$ cat src/rtl/rs232_result_streamer.sv
// Avalon-MM master for the RS232 UART core: optional RX start command,
// start strobe to the core, and byte-serial transmission of buffered results.
module rs232_result_streamer #(
    parameter int         DATA_W        = 32,
    parameter int         FIFO_DEPTH    = 4,
    parameter int         MSB_FIRST     = 1,
    parameter int         WAIT_RX_START = 0,
    parameter logic [7:0] START_BYTE    = 8'h53
) (
    input  logic              avm_clk,
    input  logic              avm_rst,
    output logic [4:0]        avm_address,
    output logic              avm_read,
    input  logic [31:0]       avm_readdata,
    output logic              avm_write,
    output logic [31:0]       avm_writedata,
    input  logic              avm_waitrequest,
    input  logic              i_res_valid,
    input  logic [DATA_W-1:0] i_res_data,
    output logic              o_res_ready,
    output logic              o_start,
    output logic              o_busy,
    output logic [15:0]       o_words_sent,
    output logic              o_overflow
);

    localparam int NBYTES = DATA_W / 8;
    localparam int AW     = $clog2(FIFO_DEPTH);
    localparam int CW     = AW + 1;
    localparam int BCW    = (NBYTES > 1) ? $clog2(NBYTES) : 1;

    localparam logic [4:0] ADDR_RX     = 5'd0;
    localparam logic [4:0] ADDR_TX     = 5'd4;
    localparam logic [4:0] ADDR_STATUS = 5'd8;

    localparam int TX_RDY = 6;
    localparam int RX_RDY = 7;

    typedef enum logic [3:0] {
        S_IDLE,
        S_RX_POLL,
        S_RX_READ,
        S_START,
        S_WAIT,
        S_WRX_POLL,
        S_WRX_READ,
        S_TX_POLL,
        S_TX_WRITE
    } state_t;

    state_t state_q, state_d;

    logic [DATA_W-1:0] shreg_q, shreg_d;
    logic [BCW-1:0]    byte_cnt_q, byte_cnt_d;
    logic [15:0]       words_q, words_d;
    logic              ovf_q, ovf_d;

    logic [DATA_W-1:0] mem_q [FIFO_DEPTH];
    logic [AW-1:0]     wr_ptr_q, wr_ptr_d;
    logic [AW-1:0]     rd_ptr_q, rd_ptr_d;
    logic [CW-1:0]     count_q, count_d;

    logic       done;
    logic       push;
    logic       pop;
    logic       full;
    logic       last_byte;
    logic       rx_match;
    logic [7:0] cur_byte;
    logic       unused_rd;

    assign unused_rd = ^avm_readdata[31:8];

    assign done      = ~avm_waitrequest;
    assign full      = (count_q == CW'(FIFO_DEPTH));
    assign pop       = (state_q == S_WAIT) && (count_q != '0);
    // A pop frees a slot in the same cycle, so a full FIFO still accepts then.
    assign o_res_ready = ~full | pop;
    assign push      = i_res_valid & o_res_ready;
    assign last_byte = (byte_cnt_q == BCW'(NBYTES - 1));
    assign rx_match  = (avm_readdata[7:0] == START_BYTE);

    assign cur_byte = (MSB_FIRST != 0) ? shreg_q[DATA_W-1 -: 8]
                                       : shreg_q[7:0];

    assign o_busy       = (count_q != '0) ||
                          (state_q == S_TX_POLL) ||
                          (state_q == S_TX_WRITE);
    assign o_words_sent = words_q;
    assign o_overflow   = ovf_q;

    always_comb begin
        wr_ptr_d = wr_ptr_q;
        rd_ptr_d = rd_ptr_q;
        count_d  = count_q;
        if (push) begin
            wr_ptr_d = wr_ptr_q + 1'b1;
        end
        if (pop) begin
            rd_ptr_d = rd_ptr_q + 1'b1;
        end
        unique case ({push, pop})
            2'b10:   count_d = count_q + 1'b1;
            2'b01:   count_d = count_q - 1'b1;
            default: count_d = count_q;
        endcase
    end

    always_comb begin
        state_d       = state_q;
        shreg_d       = shreg_q;
        byte_cnt_d    = byte_cnt_q;
        words_d       = words_q;
        ovf_d         = ovf_q | (i_res_valid & ~o_res_ready);
        avm_address   = ADDR_STATUS;
        avm_read      = 1'b0;
        avm_write     = 1'b0;
        avm_writedata = 32'd0;
        o_start       = 1'b0;

        unique case (state_q)
            S_IDLE: begin
                state_d = (WAIT_RX_START != 0) ? S_RX_POLL : S_START;
            end
            S_RX_POLL: begin
                avm_read = 1'b1;
                if (done) begin
                    state_d = avm_readdata[RX_RDY] ? S_RX_READ : S_RX_POLL;
                end
            end
            S_RX_READ: begin
                avm_address = ADDR_RX;
                avm_read    = 1'b1;
                if (done) begin
                    state_d = rx_match ? S_START : S_RX_POLL;
                end
            end
            S_START: begin
                o_start = 1'b1;
                state_d = S_WAIT;
            end
            S_WAIT: begin
                if (count_q != '0) begin
                    shreg_d    = mem_q[rd_ptr_q];
                    byte_cnt_d = '0;
                    state_d    = S_TX_POLL;
                end else if (WAIT_RX_START != 0) begin
                    state_d = S_WRX_POLL;
                end
            end
            S_WRX_POLL: begin
                avm_read = 1'b1;
                if (done) begin
                    // Pending results win over a waiting RX byte.
                    if (avm_readdata[RX_RDY] && (count_q == '0)) begin
                        state_d = S_WRX_READ;
                    end else begin
                        state_d = S_WAIT;
                    end
                end
            end
            S_WRX_READ: begin
                avm_address = ADDR_RX;
                avm_read    = 1'b1;
                if (done) begin
                    state_d = rx_match ? S_START : S_WAIT;
                end
            end
            S_TX_POLL: begin
                avm_read = 1'b1;
                if (done && avm_readdata[TX_RDY]) begin
                    state_d = S_TX_WRITE;
                end
            end
            S_TX_WRITE: begin
                avm_address   = ADDR_TX;
                avm_write     = 1'b1;
                avm_writedata = {24'd0, cur_byte};
                if (done) begin
                    shreg_d = (MSB_FIRST != 0) ? (shreg_q << 8)
                                               : (shreg_q >> 8);
                    if (last_byte) begin
                        words_d = words_q + 16'd1;
                        state_d = S_WAIT;
                    end else begin
                        byte_cnt_d = byte_cnt_q + 1'b1;
                        state_d    = S_TX_POLL;
                    end
                end
            end
            default: begin
                state_d = S_IDLE;
            end
        endcase
    end

    always_ff @(posedge avm_clk or posedge avm_rst) begin
        if (avm_rst) begin
            state_q    <= S_IDLE;
            shreg_q    <= '0;
            byte_cnt_q <= '0;
            words_q    <= 16'd0;
            ovf_q      <= 1'b0;
            wr_ptr_q   <= '0;
            rd_ptr_q   <= '0;
            count_q    <= '0;
        end else begin
            state_q    <= state_d;
            shreg_q    <= shreg_d;
            byte_cnt_q <= byte_cnt_d;
            words_q    <= words_d;
            ovf_q      <= ovf_d;
            wr_ptr_q   <= wr_ptr_d;
            rd_ptr_q   <= rd_ptr_d;
            count_q    <= count_d;
        end
    end

    always_ff @(posedge avm_clk) begin
        if (push) begin
            mem_q[wr_ptr_q] <= i_res_data;
        end
    end

endmodule

$ cat config.mk
export PLATFORM = sky130hd
export DESIGN_NAME = rs232_result_streamer
export DESIGN_NICKNAME = d
export VERILOG_FILES = /design/src/rtl/rs232_result_streamer.sv
export SDC_FILE = /design/constraint.sdc
export NUM_CORES = 1
export LEC_CHECK = 0
export ABC_AREA = 1
export CELL_PAD_IN_SITES_DETAIL_PLACEMENT = 0
export CELL_PAD_IN_SITES_GLOBAL_PLACEMENT = 2
export CORE_UTILIZATION = 34
export DETAILED_ROUTE_END_ITERATION = 10
export PLACE_DENSITY = 0.83
export SETUP_SLACK_MARGIN = 0.05
export SLEW_MARGIN = 20
export SYNTH_ARGS = -nofsm -noshare
export SYNTH_HDL_FRONTEND = slang
export SYNTH_SLANG_ARGS = --single-unit
$ cat constraint.sdc
create_clock -name avm_clk -period 3.8 [get_ports avm_clk]
set_input_delay 0.76 -clock avm_clk [delete_from_list [all_inputs] [get_ports avm_clk]]
set_output_delay 0.76 -clock avm_clk [all_outputs]
set_load 0.005 [all_outputs]
==> impl_metrics.env <==
export IMPL_grt_pass1_vias=5525
export IMPL_finalHoldViolCount=0
export IMPL_dpl_cell_area_um2=9420
export IMPL_start_util_pct=34.7
export IMPL_cp_max_fo=13
export IMPL_drtPass1Iterations=4
export IMPL_gp_congestion=0.776
export IMPL_worstSetupPathType="reg -> out"
export IMPL_slew_headroom_pct=48.9
export IMPL_n_antenna_cell=0
export IMPL_root_buffer="clkbuf_16"
export IMPL_fin_crit_sh_pct=80.3
export IMPL_slew_violations=0
export IMPL_holdWs_ns=0.474
export IMPL_clk_latency_ns=0.43
export IMPL_netSwitchingPower_w=0.00251
export IMPL_htreeDepth=4
export IMPL_syn_cell_area_um2=8440
export IMPL_dr_first_iter_drc_count=345
export IMPL_drive_above_1_share_pct=7.24
export IMPL_cts_buffers_inserted=17
export IMPL_vias=5669
export IMPL_finalPower_w=0.00683
export IMPL_ys_seq_area_share_pct=63.9
export IMPL_fin_tns_setup_ns=0
export IMPL_via_per_inst=4.54
export IMPL_final_min_clock_period_ns=3.05
export IMPL_grt_first_pass_wirelength_mm=29.9
export IMPL_clock_path_buffers=2
export IMPL_power_density_nw_per_um2=683
export IMPL_status="finished, final reports clean"
export IMPL_min_path_type="reg -> reg"
export IMPL_clk_pin_slew_ns=0.07
export IMPL_place_ws_ns=0.938
export IMPL_synth_seq_cells=190
export IMPL_drtAntennaViolNets=0
export IMPL_rsz0062_at_grt="false"
export IMPL_min_from="o_overflow"
export IMPL_ir_drop_v=0.000403
export IMPL_setup_viol=0
export IMPL_p_leak_nw=4.05
export IMPL_io_pins=127
export IMPL_fin_ws_ns=0.748
export IMPL_final_area_um2=10000
export IMPL_p_seq_share_pct=42.5
export IMPL_final_cell_mix="245 x nand2_1, 128 x edfxtp_1, 92 x nand3_1"
export IMPL_holdBufCountCts=0
export IMPL_die_w_um=160
export IMPL_intPower_w=0.00432
export IMPL_startpoint_type="flop"
export IMPL_ys_warn_count=0
export IMPL_die_height_um=160
export IMPL_routed_wl_mm=18.4
export IMPL_coreArea_um2=24300
export IMPL_tightest_slew_ns=0.765
export IMPL_syn_avg_cell_area_um2=10.0
export IMPL_syn_inst=841
export IMPL_nNetsFinal=987
export IMPL_synth_cell_types=31
export IMPL_final_common_cell="nand2_1"
export IMPL_drc=0
export IMPL_combPwrFrac_pct=32.0
export IMPL_grt_max_degree=66
export IMPL_cp_startpoint="state_q[0]"
export IMPL_drv_cap=0
export IMPL_port_buffers=75
export IMPL_cts_resized_gates=0
export IMPL_grt_total_usage_pct=15.2
export IMPL_pwr_share_clk_pct=25.5
export IMPL_die_area_um2=25400
export IMPL_p_sw_share_pct=36.7
export IMPL_crit_arrival_ns=2.29
export IMPL_place_hpwl_mm=11.3
export IMPL_grt_overflow=0
export IMPL_fp_row_count=57
export IMPL_end_kind="output pin"
export IMPL_reg2reg_from="state_q[3]"
export IMPL_antenna_found_initial=0
export IMPL_wire_per_inst_um=14.7
export IMPL_clock_sinks=190
export IMPL_required_ns=3.04
export IMPL_cts_tree="yes"
export IMPL_max_freq_ghz=0.328
export IMPL_fin_worst_skew_ns=0.0131
export IMPL_post_cts_setup_buffer_count=0
export IMPL_fillerInstances=2378
export IMPL_syn_to_final_growth_pct=18.6
synthesized netlist by cell type, drive strengths merged:
cell | count | area share [%]
conb | 1 | 0.044
edfxtp | 128 | 46
xnor2 | 6 | 0.62
or2 | 1 | 0.074
ha | 6 | 0.89
nand4 | 8 | 0.59
nand3 | 92 | 5.5
nand3b | 1 | 0.089
xor2 | 8 | 0.83
clkbuf | 13 | 0.58
a21oi | 3 | 0.31
nor3 | 8 | 0.47
o21bai | 2 | 0.18
nand2 | 249 | 11
nor2 | 71 | 3.5
buf | 50 | 4.0
inv | 61 | 2.7
and2 | 1 | 0.074
fa | 1 | 0.24
o21ai | 69 | 4.1
dfrtp | 62 | 18
layer usage:
metal	vias up	track usage, %	part of all wire (%)
met5	-	0	0
met4	0	3.93	1.0
met3	13	2.92	4.1
met2	135	24.9	48
met1	2646	20.5	47
li1	2875	-	-
metrics by stage:
stage | cells | util [%]
final | 1249 | 41.1
after global placement | 1217 | 38.7
after detailed placement | 1217 | 38.7
after floorplan | 867 | -
after global routing | 1249 | 41.1
after CTS | 1249 | 41.1
critical path, cell delays in order, from the launching register on:
cell and delay [ns]:
dfrtp_1 0.49, nor2_4 0.19, nand2_4 0.15, inv_1 0.42
clkdlybuf4s50_1 0.60
logic make-up after synthesis:
logic type	Yosys count	share of synthesized area (%)
and+or+nand+nor	431	21.6
xor gates and xnor gates	14	1.45
other	1	0.0444
DFF	190	63.9
adders and majority gates	7	1.13
AOI/OAI and AO/OA	74	4.58
buffers and inverters	124	7.28
sequential cells by signal, indices dropped and copies added, names as in the netlist:
| register | count |
|---|---|
| count_q | 3 |
| rd_ptr_q | 2 |
| o_words_sent | 16 |
| shreg_q | 32 |
| o_overflow | 1 |
| byte_cnt_q | 2 |
| wr_ptr_q | 2 |
| state_q | 4 |
| mem_q | 128 |
layout make-up:
type / count / area [µm²] / area share [%]
flip-flops and latches: 190 / 5400 / 53.9
inverters: 61 / 229 / 2.29
repair buffers: 89 / 856 / 8.55
clock buffers: 17 / 425 / 4.25
well taps: 324 / 405 / 4.05
multi-input cells: 553 / 2530 / 25.3
clock inverters: 15 / 158 / 1.58
final timing paths:
path,end,depth (start not counted),slack (ns)
setup / recovery,avm_write,4,0.75
hold / removal,o_overflow,1,0.47
setup reg to reg,mem_q[1][24],7,1.40
hold reg to reg,o_overflow,1,0.47
max in group asynchronous,rd_ptr_q[0],3,2.35
min in group asynchronous,o_words_sent[0],2,0.71
power groups by stage:
stage / clock (W) / sequential, W / combinational (W)
4_1_cts: 0.00179 / 0.00290 / 0.00224
2_1_floorplan: 0 / 0.00291 / 0.00156
6_report: 0.00174 / 0.00290 / 0.00219
3_3_place_gp: 0 / 0.00294 / 0.00221
5_1_grt: 0.00188 / 0.00295 / 0.00253
3_5_place_dp: 0 / 0.00295 / 0.00222
Note: power is estimated with default switching activity, not from simulation.
